`config.mk`:
```
export PLATFORM = sky130hd
export DESIGN_NAME = mdio_arbiter_ctrl
export DESIGN_NICKNAME = d
export VERILOG_FILES = /design/src/rtl/mdio_pkg.sv /design/src/rtl/mdio_rr_arb.sv /design/src/rtl/mdio_arbiter_ctrl.sv
export SDC_FILE = /design/constraint.sdc
export NUM_CORES = 1
export LEC_CHECK = 0
export CAP_MARGIN = 10
export CORE_AREA = 5 5 96 98
export CTS_BUF_LIST = sky130_fd_sc_hd__clkbuf_2 sky130_fd_sc_hd__clkbuf_4 sky130_fd_sc_hd__clkbuf_8
export CTS_CLUSTER_DIAMETER = 150
export DETAILED_ROUTE_END_ITERATION = 8
export DIE_AREA = 0 0 101 103
export PLACE_DENSITY = 0.8
export SLEW_MARGIN = 20
export SYNTH_ARGS = -nofsm -noshare
export SYNTH_HDL_FRONTEND = slang
export SYNTH_SLANG_ARGS = --single-unit
```
`constraint.sdc`:
```
create_clock -name MDC -period 2.3 [get_ports MDC]
set_input_delay 0.575 -clock MDC [delete_from_list [all_inputs] [get_ports MDC]]
set_output_delay 0.575 -clock MDC [all_outputs]
set_load 0.01 [all_outputs]
```
`src/rtl/mdio_pkg.sv`:
```
// rtl/mdio_pkg.sv - shared MDIO frame constants, field positions and FSM encoding
package mdio_pkg;

    typedef enum logic [2:0] {
        ST_IDLE    = 3'd0,
        ST_SEND    = 3'd1,
        ST_TA      = 3'd2,
        ST_CAPTURE = 3'd3,
        ST_DONE    = 3'd4,
        ST_GAP     = 3'd5
    } mdio_state_t;

    localparam logic [1:0] FRAME_START = 2'b01;
    localparam logic [1:0] FRAME_TA    = 2'b10;
    localparam logic [1:0] OPCODE_WR   = 2'b01;
    localparam logic [1:0] OPCODE_RD   = 2'b10;

    localparam int START_MSB = 31;
    localparam int START_LSB = 30;
    localparam int OP_MSB    = 29;
    localparam int OP_LSB    = 28;
    localparam int PHY_MSB   = 27;
    localparam int PHY_LSB   = 23;
    localparam int REG_MSB   = 22;
    localparam int REG_LSB   = 18;
    localparam int TA_MSB    = 17;
    localparam int TA_LSB    = 16;
    localparam int DATA_MSB  = 15;
    localparam int DATA_LSB  = 0;

    // Terminal values of the 5-bit bit counter in each serial phase.
    localparam logic [4:0] LAST_WR_BIT  = 5'd31;
    localparam logic [4:0] LAST_HDR_BIT = 5'd13;
    localparam logic [4:0] LAST_TA_BIT  = 5'd1;
    localparam logic [4:0] LAST_CAP_BIT = 5'd15;

    function automatic logic [31:0] build_frame(input logic        rd,
                                                input logic [9:0]  addr,
                                                input logic [15:0] data);
        logic [31:0] f;
        f                        = '0;
        f[START_MSB:START_LSB]   = FRAME_START;
        f[OP_MSB:OP_LSB]         = rd ? OPCODE_RD : OPCODE_WR;
        f[PHY_MSB:PHY_LSB]       = addr[9:5];
        f[REG_MSB:REG_LSB]       = addr[4:0];
        f[TA_MSB:TA_LSB]         = FRAME_TA;
        f[DATA_MSB:DATA_LSB]     = rd ? 16'h0000 : data;
        return f;
    endfunction

endpackage

```
`src/rtl/mdio_rr_arb.sv`:
```
// rtl/mdio_rr_arb.sv - two-way round-robin arbiter with registered last-grant
module mdio_rr_arb (
    input  logic clk,
    input  logic reset,
    input  logic req_a,
    input  logic req_b,
    input  logic advance,
    output logic grant_a,
    output logic grant_b
);

    // last_b = 1 means B won the previous grant, so A wins the next tie.
    logic last_b;

    always_comb begin
        grant_a = req_a & (~req_b | last_b);
        grant_b = req_b & (~req_a | ~last_b);
    end

    always_ff @(posedge clk) begin
        if (reset) begin
            last_b <= 1'b1;
        end else if (advance && (grant_a || grant_b)) begin
            last_b <= grant_b;
        end
    end

endmodule

```
`src/rtl/mdio_arbiter_ctrl.sv`:
```
// rtl/mdio_arbiter_ctrl.sv - two-requester MDIO management frame controller
module mdio_arbiter_ctrl
    import mdio_pkg::*;
#(
    parameter int IDLE_GAP = 2
) (
    input  logic        MDC,
    input  logic        reset,
    input  logic        REQ_A,
    input  logic        REQ_B,
    input  logic        OP_A,
    input  logic        OP_B,
    input  logic [9:0]  ADDR_A,
    input  logic [9:0]  ADDR_B,
    input  logic [15:0] DATA_A,
    input  logic [15:0] DATA_B,
    output logic        ACK_A,
    output logic        ACK_B,
    output logic [15:0] RD_DATA_A,
    output logic [15:0] RD_DATA_B,
    output logic        MDIO_OUT,
    output logic        MDIO_OE,
    input  logic        MDIO_IN,
    output logic        BUSY
);

    localparam logic [3:0] GAP_LAST = 4'(IDLE_GAP - 1);

    mdio_state_t state, state_nxt;
    logic [4:0]  bit_cnt;
    logic [3:0]  gap_cnt;
    logic [30:0] frame_sr;
    logic [14:0] rd_sr;
    logic        op_rd;
    logic        sel_b;

    logic        grant_a, grant_b;
    logic [31:0] new_frame;
    logic        oe_nxt, out_nxt, ack_a_nxt, ack_b_nxt, busy_nxt;

    mdio_rr_arb u_arb (
        .clk     (MDC),
        .reset   (reset),
        .req_a   (REQ_A),
        .req_b   (REQ_B),
        .advance (state == ST_IDLE),
        .grant_a (grant_a),
        .grant_b (grant_b)
    );

    assign new_frame = grant_b ? build_frame(OP_B, ADDR_B, DATA_B)
                               : build_frame(OP_A, ADDR_A, DATA_A);

    always_comb begin
        state_nxt = state;
        case (state)
            ST_IDLE: begin
                if (grant_a || grant_b) state_nxt = ST_SEND;
            end
            ST_SEND: begin
                if (op_rd && bit_cnt == LAST_HDR_BIT)      state_nxt = ST_TA;
                else if (!op_rd && bit_cnt == LAST_WR_BIT) state_nxt = ST_DONE;
            end
            ST_TA: begin
                if (bit_cnt == LAST_TA_BIT) state_nxt = ST_CAPTURE;
            end
            ST_CAPTURE: begin
                if (bit_cnt == LAST_CAP_BIT) state_nxt = ST_DONE;
            end
            ST_DONE: begin
                state_nxt = ST_GAP;
            end
            ST_GAP: begin
                if (gap_cnt == GAP_LAST) state_nxt = ST_IDLE;
            end
            default: begin
                state_nxt = ST_IDLE;
            end
        endcase

        // Output values for the next cycle, registered below.
        oe_nxt    = (state_nxt == ST_SEND);
        out_nxt   = 1'b0;
        if (state_nxt == ST_SEND) begin
            out_nxt = (state == ST_IDLE) ? new_frame[31] : frame_sr[30];
        end
        ack_a_nxt = (state != ST_DONE) && (state_nxt == ST_DONE) && !sel_b;
        ack_b_nxt = (state != ST_DONE) && (state_nxt == ST_DONE) && sel_b;
        busy_nxt  = (state_nxt != ST_IDLE);
    end

    always_ff @(posedge MDC) begin
        if (reset) begin
            state     <= ST_IDLE;
            bit_cnt   <= 5'd0;
            gap_cnt   <= 4'd0;
            frame_sr  <= '0;
            rd_sr     <= '0;
            op_rd     <= 1'b0;
            sel_b     <= 1'b0;
            MDIO_OE   <= 1'b0;
            MDIO_OUT  <= 1'b0;
            ACK_A     <= 1'b0;
            ACK_B     <= 1'b0;
            RD_DATA_A <= 16'h0000;
            RD_DATA_B <= 16'h0000;
            BUSY      <= 1'b0;
        end else begin
            state    <= state_nxt;
            MDIO_OE  <= oe_nxt;
            MDIO_OUT <= out_nxt;
            ACK_A    <= ack_a_nxt;
            ACK_B    <= ack_b_nxt;
            BUSY     <= busy_nxt;

            if (state_nxt == state &&
                (state == ST_SEND || state == ST_TA || state == ST_CAPTURE)) begin
                bit_cnt <= bit_cnt + 5'd1;
            end else begin
                bit_cnt <= 5'd0;
            end

            if (state == ST_GAP && state_nxt == ST_GAP) begin
                gap_cnt <= gap_cnt + 4'd1;
            end else begin
                gap_cnt <= 4'd0;
            end

            // Bit 31 leaves straight from new_frame; the rest shift out of frame_sr.
            if (state == ST_IDLE && state_nxt == ST_SEND) begin
                sel_b    <= grant_b;
                op_rd    <= grant_b ? OP_B : OP_A;
                frame_sr <= new_frame[30:0];
            end else if (state == ST_SEND) begin
                frame_sr <= {frame_sr[29:0], 1'b0};
            end

            if (state == ST_CAPTURE) begin
                rd_sr <= {rd_sr[13:0], MDIO_IN};
                if (state_nxt == ST_DONE) begin
                    if (sel_b) RD_DATA_B <= {rd_sr, MDIO_IN};
                    else       RD_DATA_A <= {rd_sr, MDIO_IN};
                end
            end
        end
    end

endmodule

```
==> Word level (Yosys, flattened, before mapping) <==
Cells that the tools add are included.
{ "classes": {"addsub": 2, "n_eq_ne": 15, "muxes": 16, "n_bitwise": 11, "n_reduce_logical": 22} }
{ "op_table": {"columns": ["operator", "n"], "rows": [
  ["$mux W31", 2],
  ["$mux W16", 2],
  ["$mux W30", 1],
  ["$mux W3", 6],
  ["$pmux W3 S6", 1],
  ["$eq A3 B3 Y1 const B", 4],
  ["$eq A5 B4 Y1 const B", 2],
  ["$logic_and A1 B1 Y1", 9],
  ["$not A1 Y1", 7],
  ["$eq A3 B1 Y1 const B", 2],
  ["$eq A3 B2 Y1 const B", 2],
  ["$reduce_and A3 Y1", 2],
  ["$reduce_or A2 Y1", 3],
  ["$add A5 B1 Y5 const B", 1],
  ["$eq A5 B1 Y1 const B", 1],
  ["$eq A5 B5 Y1 const B", 1],
  ["$add A4 B1 Y4 const B", 1],
  ["$eq A4 B1 Y1 const B", 1],
  ["$mux W2", 2],
  ["$eq A3 B3 Y1", 1],
  ["$logic_not A3 Y1", 1],
  ["$logic_or A1 B1 Y1", 3],
  ["$ne A3 B3 Y1 const B", 1],
  ["$reduce_bool A3 Y1", 1],
  ["5 further kinds", 9]
]} }
{ "word_totals": {"register_bits": 98, "in_bits": 59, "out_inout_bits": 37, "word_cells": 81} }

==> Logic depth before layout (Yosys ltp) <==
Gate-level depths: netlist (run 1).
{ "logic_depth": {"depth_word": 10, "mapped_depth": 8, "mapped_depth_nobuf": 7} }

==> By module <==
From an unflattened synthesis (run 1), not the netlist that was laid out.
{ "hier_totals": {"hier_cells": 491, "area_unflattened_um2": 4101.4} }
{ "by_module_without_submodules": {"columns": ["mod", "n_inst", "cells_per_inst", "area_per_inst_um2", "seq_area_each_um2"], "rows": [
  ["mdio_arbiter_ctrl", 1, 484, 4040.1, 1941.9],
  ["mdio_rr_arb", 1, 7, 61.3, 20.0]
]} }

==> Least setup slack after synthesis (run 1) <==
OpenSTA, ideal clock, no wires.
{ "synth_timing": {"path_kind": "flip-flop to flip-flop", "from": "register bit_cnt[0]", "to": "register ACK_A", "setup_time_ns": 0.065, "arrival_ns": 1.887, "required_time_ns": 2.235, "setup_slack_ns": 0.349, "path_stages_with_launch": 8, "path_buffers": 0, "period_less_slack_ns": 1.951, "path_cell_list": "dfxtp_1 -> ha_1 -> and3_1 -> ha_1 -> or3b_1 -> a211o_1 -> or3_1 -> nor2_1"} }
{ "synth_between": {"elab_chain_cells": 8, "elab_cells_between_ends": 14, "cone_classes": "eq/ne: 5; mux: 5; reduce/logical: 4"} }
{ "synth_rtl": {"columns": ["element", "line", "rtl"], "rows": [
  ["start: declaration", "mdio_arbiter_ctrl.sv:30", "logic [4:0] bit_cnt;"],
  ["start signal: assignment", "mdio_arbiter_ctrl.sv:118", "bit_cnt <= bit_cnt + 5'd1;"],
  ["$eq A5 B5 Y1", "mdio_arbiter_ctrl.sv:62", "else if (!op_rd && bit_cnt == LAST_WR_BIT) state_nxt = ST_DONE;"],
  ["$logic_and A1 B1 Y1", "mdio_arbiter_ctrl.sv:62", null],
  ["$mux W3", "mdio_arbiter_ctrl.sv:62", null],
  ["$mux W3", "mdio_arbiter_ctrl.sv:61", "if (op_rd && bit_cnt == LAST_HDR_BIT) state_nxt = ST_TA;"],
  ["$pmux W3 S6 (*)", "mdio_arbiter_ctrl.sv:56", "case (state)"],
  ["$eq A3 B3 Y1 (*)", "mdio_arbiter_ctrl.sv:87", "ack_a_nxt = (state != ST_DONE) && (state_nxt == ST_DONE) && !sel_b;"],
  ["$logic_and A1 B1 Y1 (*) (2 in a row)", "mdio_arbiter_ctrl.sv:87", null],
  ["end signal: assignment", "mdio_arbiter_ctrl.sv:112", "ACK_A <= ack_a_nxt;"],
  ["end: declaration", "mdio_arbiter_ctrl.sv:17", "output logic ACK_A,"]
]} }
Mark *: on every way between the ends. The rest lies on a longest branch, timed or not.
A chain may end at the register's enable or synchronous reset.

==> Final worst setup path (run 1) <==
{ "layout_timing": {"from": "register bit_cnt[0]", "to": "register ACK_B"} }
{ "layout_between": {"elab_chain_cells": 8, "elab_cells_between_ends": 14, "cone_classes": "eq/ne: 5; mux: 5; reduce/logical: 4"} }
{ "layout_rtl": {"columns": ["element", "line", "rtl"], "rows": [
  ["$eq A5 B5 Y1", "mdio_arbiter_ctrl.sv:62", null],
  ["$logic_and A1 B1 Y1", "mdio_arbiter_ctrl.sv:62", null],
  ["$mux W3", "mdio_arbiter_ctrl.sv:62", null],
  ["$mux W3", "mdio_arbiter_ctrl.sv:61", null],
  ["$pmux W3 S6 (*)", "mdio_arbiter_ctrl.sv:56", null],
  ["$eq A3 B3 Y1 (*)", "mdio_arbiter_ctrl.sv:88", "ack_b_nxt = (state != ST_DONE) && (state_nxt == ST_DONE) && sel_b;"],
  ["$logic_and A1 B1 Y1 (*) (2 in a row)", "mdio_arbiter_ctrl.sv:88", null],
  ["end signal: assignment", "mdio_arbiter_ctrl.sv:113", "ACK_B <= ack_b_nxt;"],
  ["end: declaration", "mdio_arbiter_ctrl.sv:18", "output logic ACK_B,"]
]} }
Marks and branches as above.

==> results.cfg, run 1 <==
[run_status]
run_status = completed

[logic_synthesis]
synthArstFlopShare_pct = 0
synthAdderAreaFrac_pct = 1.79
synth.avg_cell_area_um2 = 8.32
yosys_warnings = 0
syn_nets = 569
synth_edf_count = 0
muxShareOfSynthArea_pct = 0.716
syn_inst = 504
ys_seq_elements = 98
yosysUniqueCellTypes = 46
syn_area_um2 = 4190
synth_ff_type = dfxtp_1
yosys.area_share.xor_xnor_pct = 0.835
synth-simple-area-share_pct = 23.7
synth_compound_area_share_pct = 20.6
synth_top_family_by_area = simple AND/OR/NAND/NOR gates
yosysSeqAreaShare_pct = 46.8

[cts]
clock_latency_ns = 0.36
clk_pin_slew_ns = 0.09
htree_levels = 3
cts_resized = 0
cts_hold_buffers = 0
cts_tree = built
ctsLongestPathBuffers = 2
cts_setup_buffers = 0
cts-root-buf = clkbuf_8
cts_sinks = 98
numCtsBuffers = 9

[setup_path]
start_kind = flop
worstSetupStartpoint = bit_cnt[0]
reg2reg_from = bit_cnt[0]
crit_family = simple AND/OR/NAND/NOR gates
r2r_slack_ns = 0.18
critPathMostFrequentCell = ha_1
worstPathArrival_ns = 2.42
reg2reg_depth = 7
r2r_end = ACK_B
worstSetupPathType = flop to flop
end_kind = flop
path_buf_inv = 0
crit_fanout = 4
worst_path_largest_cell_delay_ns = 0.39
required_ns = 2.60
path_cells = ha_1 > and3_1 > ha_1 > or3b_1 > a211o_1 > or3_1 > nor2_1
crit_path_top_delay_cell = dfxtp_1

[global_routing]
grt_max_degree = 50
first_global_vias = 3517
antenna_found_initial = 0
track_usage_pct = 19.2
grt-ovfl-total = 0
grt_first_pass_wirelength_um = 16200

[timing]
hold_viol_final = 0
post-route-min-period_ns = 2.12
fmax_mhz = 471
period_share_pct = 92.3
relSlewSlack_pct = 58.4
setup_ws_ns = 0.178
setup_tns_ns = 0
max_slew.worst_pin.slew_ns = 0.623
setup_viol = 0
maxSlewViolCount = 0
fin_skew_ns = 0.0104
rsz0062_at_grt = false

[detailed_routing]
num_vias = 3775
first_pass_iters = 4
via_per_inst = 5.42
drt_iter0_markers = 173
wl_per_cell_um = 14.0
drc = 0
routed_wl_um = 9760
ant_nets = 0

[cells_and_area]
mostFrequentLayoutCell = nand2_1
post-route-cell-area_um2 = 5490
drive_gt1_share_pct = 6.62
fill_cells = 691
area_growth_pct = 30.9
nets = 649
final_cell_mix = nand2_1 (151), dfxtp_1 (98), clkdlybuf4s50_1 (94)
n_antenna_cell = 0

[hold_path]
hold_depth = 2
hp-class = flop to flop
hp-start = RD_DATA_B[14]
worstHoldEndpoint = RD_DATA_B[14]

[placed_design]
gp_congestion = 0.822
hpwl_um = 6910
port_buffers = 95
dp_slack_ns = 0.0802
placed_cell_area_um2 = 5240

[floorplan]
die_area_um2 = 10400
core-area_um2 = 8380
die_w_um = 101
die_y_um = 103
num_rows = 34
pin_count = 96
start_util_pct = 50.0

[pwr]
power.leakage_uw = 0.00184
ir_worst_vdd_mv = 0.373
power_density_nw_per_um2 = 652
power_uw = 3580

[run]
drv_cap = 0
## sequential cells by signal, indices dropped and copies added (netlist names)
signal and count:
ACK_B 1, MDIO_OUT 1, ACK_A 1, u_arb.last_b 1, RD_DATA_B 16, MDIO_OE 1
state 3, bit_cnt 5, op_rd 1, gap_cnt 4, frame_sr 31, sel_b 1
rd_sr 15, RD_DATA_A 16, BUSY 1
## where the power goes
| part | switching (uW) | total, uW | internal, uW |
|---|---|---|---|
| Clock | 583 | 1340 | 754 |
| Sequential | 41.9 | 1810 | 1760 |
| Combinational | 219 | 439 | 220 |
| Total | 844 | 3580 | 2740 |
## tightest hold or removal path: stages, from the launching register on
cell and delay, ns:
dfxtp_1 0.32, nand2_1 0.05, a21oi_1 0.05
## synth_stat cells, types with 2 or more instances
| cell type | number | area share, % |
|---|---|---|
| nor3_1 | 2 | 0.24 |
| nor3b_1 | 18 | 3.2 |
| a311oi_1 | 41 | 8.6 |
| mux2i_1 | 3 | 0.72 |
| or3_1 | 2 | 0.30 |
| a31oi_1 | 2 | 0.30 |
| clkbuf_2 | 2 | 0.24 |
| a211oi_1 | 15 | 2.7 |
| nor2b_1 | 10 | 1.5 |
| a21oi_1 | 52 | 6.2 |
| xor2_1 | 2 | 0.42 |
| dfxtp_1 | 98 | 47 |
| nor4b_1 | 2 | 0.42 |
| buf_1 | 3 | 0.27 |
| buf_2 | 12 | 1.4 |
| ha_1 | 6 | 1.8 |
| nor2_1 | 12 | 1.1 |
| clkbuf_1 | 19 | 1.7 |
| buf_4 | 5 | 0.90 |
| nand2b_1 | 3 | 0.45 |
| xnor2_1 | 2 | 0.42 |
| and3_1 | 5 | 0.75 |
| o21a_1 | 2 | 0.36 |
| o21bai_1 | 2 | 0.36 |
| nand2_1 | 151 | 14 |
| inv_1 | 8 | 0.72 |
| nand3_1 | 6 | 0.72 |
## worst max-delay path by stage
| stage | to | slack (ns) | cells past startpoint |
|---|---|---|---|
| 6_report | ACK_B | 0.18 | 7 |
| 5_1_grt | ACK_B | 0.01 | 7 |
| 3_3_place_gp | frame_sr[23] | 0.19 | 7 |
| 2_1_floorplan | ACK_A | 0.35 | 7 |
| 4_1_cts | ACK_B | 0.18 | 7 |
| 3_5_place_dp | frame_sr[28] | 0.08 | 6 |
## logic make-up after synthesis
group | Yosys count
simple gates | 218
compound gates | 125
flops | 98
buf+inv | 50
fa+ha+maj | 6
xor+xnor | 4
mux | 3
## layout make-up
class                   instances  area [um^2]  area share, %
clock buffers                  10          138           2.51
flip-flops and latches         98         1960           35.7
inverters                       8         30.0          0.547
repair buffers                111         1090           19.9
clock inverters                 6          111           2.03
multi-input cells             356         2020           36.9
well taps                     108          135           2.46
## per-layer routing
layer,vias up,part of all wire (%),track usage (%)
met5,-,0,0
met4,0,1.5,6.75
met3,12,7.0,4.19
met2,114,49,32.3
met1,1722,43,24.4
li1,1927,-,-
## stage by stage
| stage | util (%) | std cells | hold slack [ns] |
|---|---|---|---|
| after floorplan | - | 504 | 0.433 |
| after global placement | 62.6 | 681 | 0.443 |
| after detailed placement | 62.6 | 681 | 0.448 |
| after CTS | 65.5 | 697 | 0.460 |
| after global routing | 65.5 | 697 | 0.473 |
| final | 65.5 | 697 | 0.456 |
Note: power is estimated with default switching activity, not from simulation.
==> run 2: changes to the inputs <==
--- a/config.mk
+++ b/config.mk
@@ -11,6 +11,7 @@
 export CTS_CLUSTER_DIAMETER = 150
 export DETAILED_ROUTE_END_ITERATION = 8
 export DIE_AREA = 0 0 101 103
+export MAX_ROUTING_LAYER = met4
 export PLACE_DENSITY = 0.8
 export SLEW_MARGIN = 20
 export SYNTH_ARGS = -nofsm -noshare
==> constraint.sdc (replaced) <==
create_clock -name MDC -period 2.3 [get_ports MDC]
set_input_delay 0.575 -clock MDC [delete_from_list [all_inputs] [get_ports MDC]]
set_output_delay 0.575 -clock MDC [all_outputs]
set_load 0.05 [all_outputs]
==> results.cfg, run 2 (synthesized netlist as in run 1, its figures left out) <==
[run_status]
run_status = completed

[pwr]
power.share.combinational_pct = 12.5
power.leakage_uw = 0.00184
p_clk_share_pct = 37.2
seqPwrFrac_pct = 50.3
netSwitchingFraction_pct = 23.8
power_uw = 3590
switching_power_uw = 856
cellInternalPower_uw = 2740
ir_worst_vdd_mv = 0.373
power_density_nw_per_um2 = 654

[detailed_routing]
via_per_inst = 5.40
wl_per_cell_um = 14.0
num_vias = 3762
drc = 0
first_pass_iters = 4
routed_wl_um = 9790
ant_nets = 0
drt_iter0_markers = 195

[cells_and_area]
drive_gt1_share_pct = 6.62
nets = 649
n_antenna_cell = 0
final_cell_mix = nand2_1 (151), dfxtp_1 (98), clkdlybuf4s50_1 (94)
post-route-cell-area_um2 = 5490
mostFrequentLayoutCell = nand2_1
reg_top3 = frame_sr (31), RD_DATA_A (16), RD_DATA_B (16)
fill_cells = 691
area_growth_pct = 30.9
largest_reg_flops = 31
largest-register = frame_sr

[cts]
cts_resized = 0
cts-root-buf = clkbuf_8
numCtsBuffers = 9
cts_sinks = 98
cts_hold_buffers = 0
cts_tree = built
htree_levels = 3
ctsLongestPathBuffers = 2
cts_setup_buffers = 0
clk_pin_slew_ns = 0.09
clock_latency_ns = 0.36

[hold_path]
hp-class = flop to flop
worstHoldEndpoint = RD_DATA_B[14]
hp-start = RD_DATA_B[14]
hold_depth = 2

[setup_path]
worstSetupPathType = flop to flop
start_kind = flop
r2r_end = ACK_B
end_kind = flop
reg2reg_from = bit_cnt[0]
crit_family = simple AND/OR/NAND/NOR gates
required_ns = 2.60
r2r_slack_ns = 0.18
crit_fanout = 4
worstPathArrival_ns = 2.42
reg2reg_depth = 7
path_cells = ha_1 > and3_1 > ha_1 > or3b_1 > a211o_1 > or3_1 > nor2_1
path_buf_inv = 0
path_depth = 7
crit_path_top_delay_cell = dfxtp_1
critPathMostFrequentCell = ha_1
worst_path_largest_cell_delay_ns = 0.39

[floorplan]
core-area_um2 = 8380
die_area_um2 = 10400
die_w_um = 101
num_rows = 34
die_y_um = 103
pin_count = 96
start_util_pct = 50.0

[timing]
setup_viol = 0
hold_ws_ns = 0.456
hold_viol_final = 0
relSlewSlack_pct = 58.2
fmax_mhz = 471
post-route-min-period_ns = 2.12
period_share_pct = 92.2
fin_skew_ns = 0.0128
maxSlewViolCount = 0
setup_tns_ns = 0
rsz0062_at_grt = false
max_slew.worst_pin.slew_ns = 0.626

[run]
drv_cap = 0

[global_routing]
grt_first_pass_wirelength_um = 16200
grt_max_degree = 50
grt-ovfl-total = 0
track_usage_pct = 19.7
antenna_found_initial = 0
first_global_vias = 3513

[placed_design]
gp_congestion = 0.834
hpwl_um = 6910
placed_cell_area_um2 = 5240
port_buffers = 95
[run 2: cell counts in the layout (fill, tap and decap cells not counted)]
No cell type changed its count.
[run 2: metal layers]
metal,track usage (%),share of wire [%]
met5,-,0
met4,6.75,1.3
met3,3.32,6.2
met2,32.1,48
met1,24.8,44
[run 2: worst register-to-register path, stage by stage, from the launching register on]
cell,delay (ns)
dfxtp_1,0.39
ha_1,0.19
and3_1,0.19
ha_1,0.17
or3b_1,0.35
a211o_1,0.34
or3_1,0.34
nor2_1,0.10
[run 2: worst max-delay path by stage]
stage,startpoint,to
final,bit_cnt[0],ACK_B
after global routing,bit_cnt[0],ACK_B
after CTS,bit_cnt[0],ACK_B
after detailed placement,REQ_A,frame_sr[28]
after global placement,REQ_A,frame_sr[23]
after floorplan,bit_cnt[0],ACK_A
[run 2: final cells by class]
cell class	instances	area [um^2]	share of cell area, %
clock inverters	6	111	2.03
inverters	8	30.0	0.547
well taps	108	135	2.46
clock buffers	10	138	2.51
multi-input cells	356	2020	36.9
flip-flops and latches	98	1960	35.7
repair buffers	111	1090	19.9
[run 2: power groups by stage]
stage          combinational (uW)  sequential [uW]  clock (uW)
2_1_floorplan                 261             1840           0
3_3_place_gp                  438             1840           0
3_5_place_dp                  449             1840           0
4_1_cts                       451             1810        1350
5_1_grt                       494             1820        1430
6_report                      450             1810        1340
[run 2: stage by stage]
| step | setup slack, ns | instances | utilization, % |
|---|---|---|---|
| 2_1_floorplan | 0.349 | 504 | - |
| 3_3_place_gp | 0.185 | 681 | 62.6 |
| 3_5_place_dp | 0.0802 | 681 | 62.6 |
| 4_1_cts | 0.177 | 697 | 65.5 |
| 5_1_grt | 0.00966 | 697 | 65.5 |
| 6_report | 0.178 | 697 | 65.5 |
==> run 3: changes to the inputs <==
--- a/config.mk
+++ b/config.mk
@@ -9,6 +9,7 @@
 export CORE_AREA = 5 5 96 98
 export CTS_BUF_LIST = sky130_fd_sc_hd__clkbuf_2 sky130_fd_sc_hd__clkbuf_4 sky130_fd_sc_hd__clkbuf_8
 export CTS_CLUSTER_DIAMETER = 150
+export CTS_CLUSTER_SIZE = 16
 export DETAILED_ROUTE_END_ITERATION = 8
 export DIE_AREA = 0 0 101 103
 export MAX_ROUTING_LAYER = met4
==> results of run 3 <==
Final layout, timing and power as in run 2 (identical DEF).
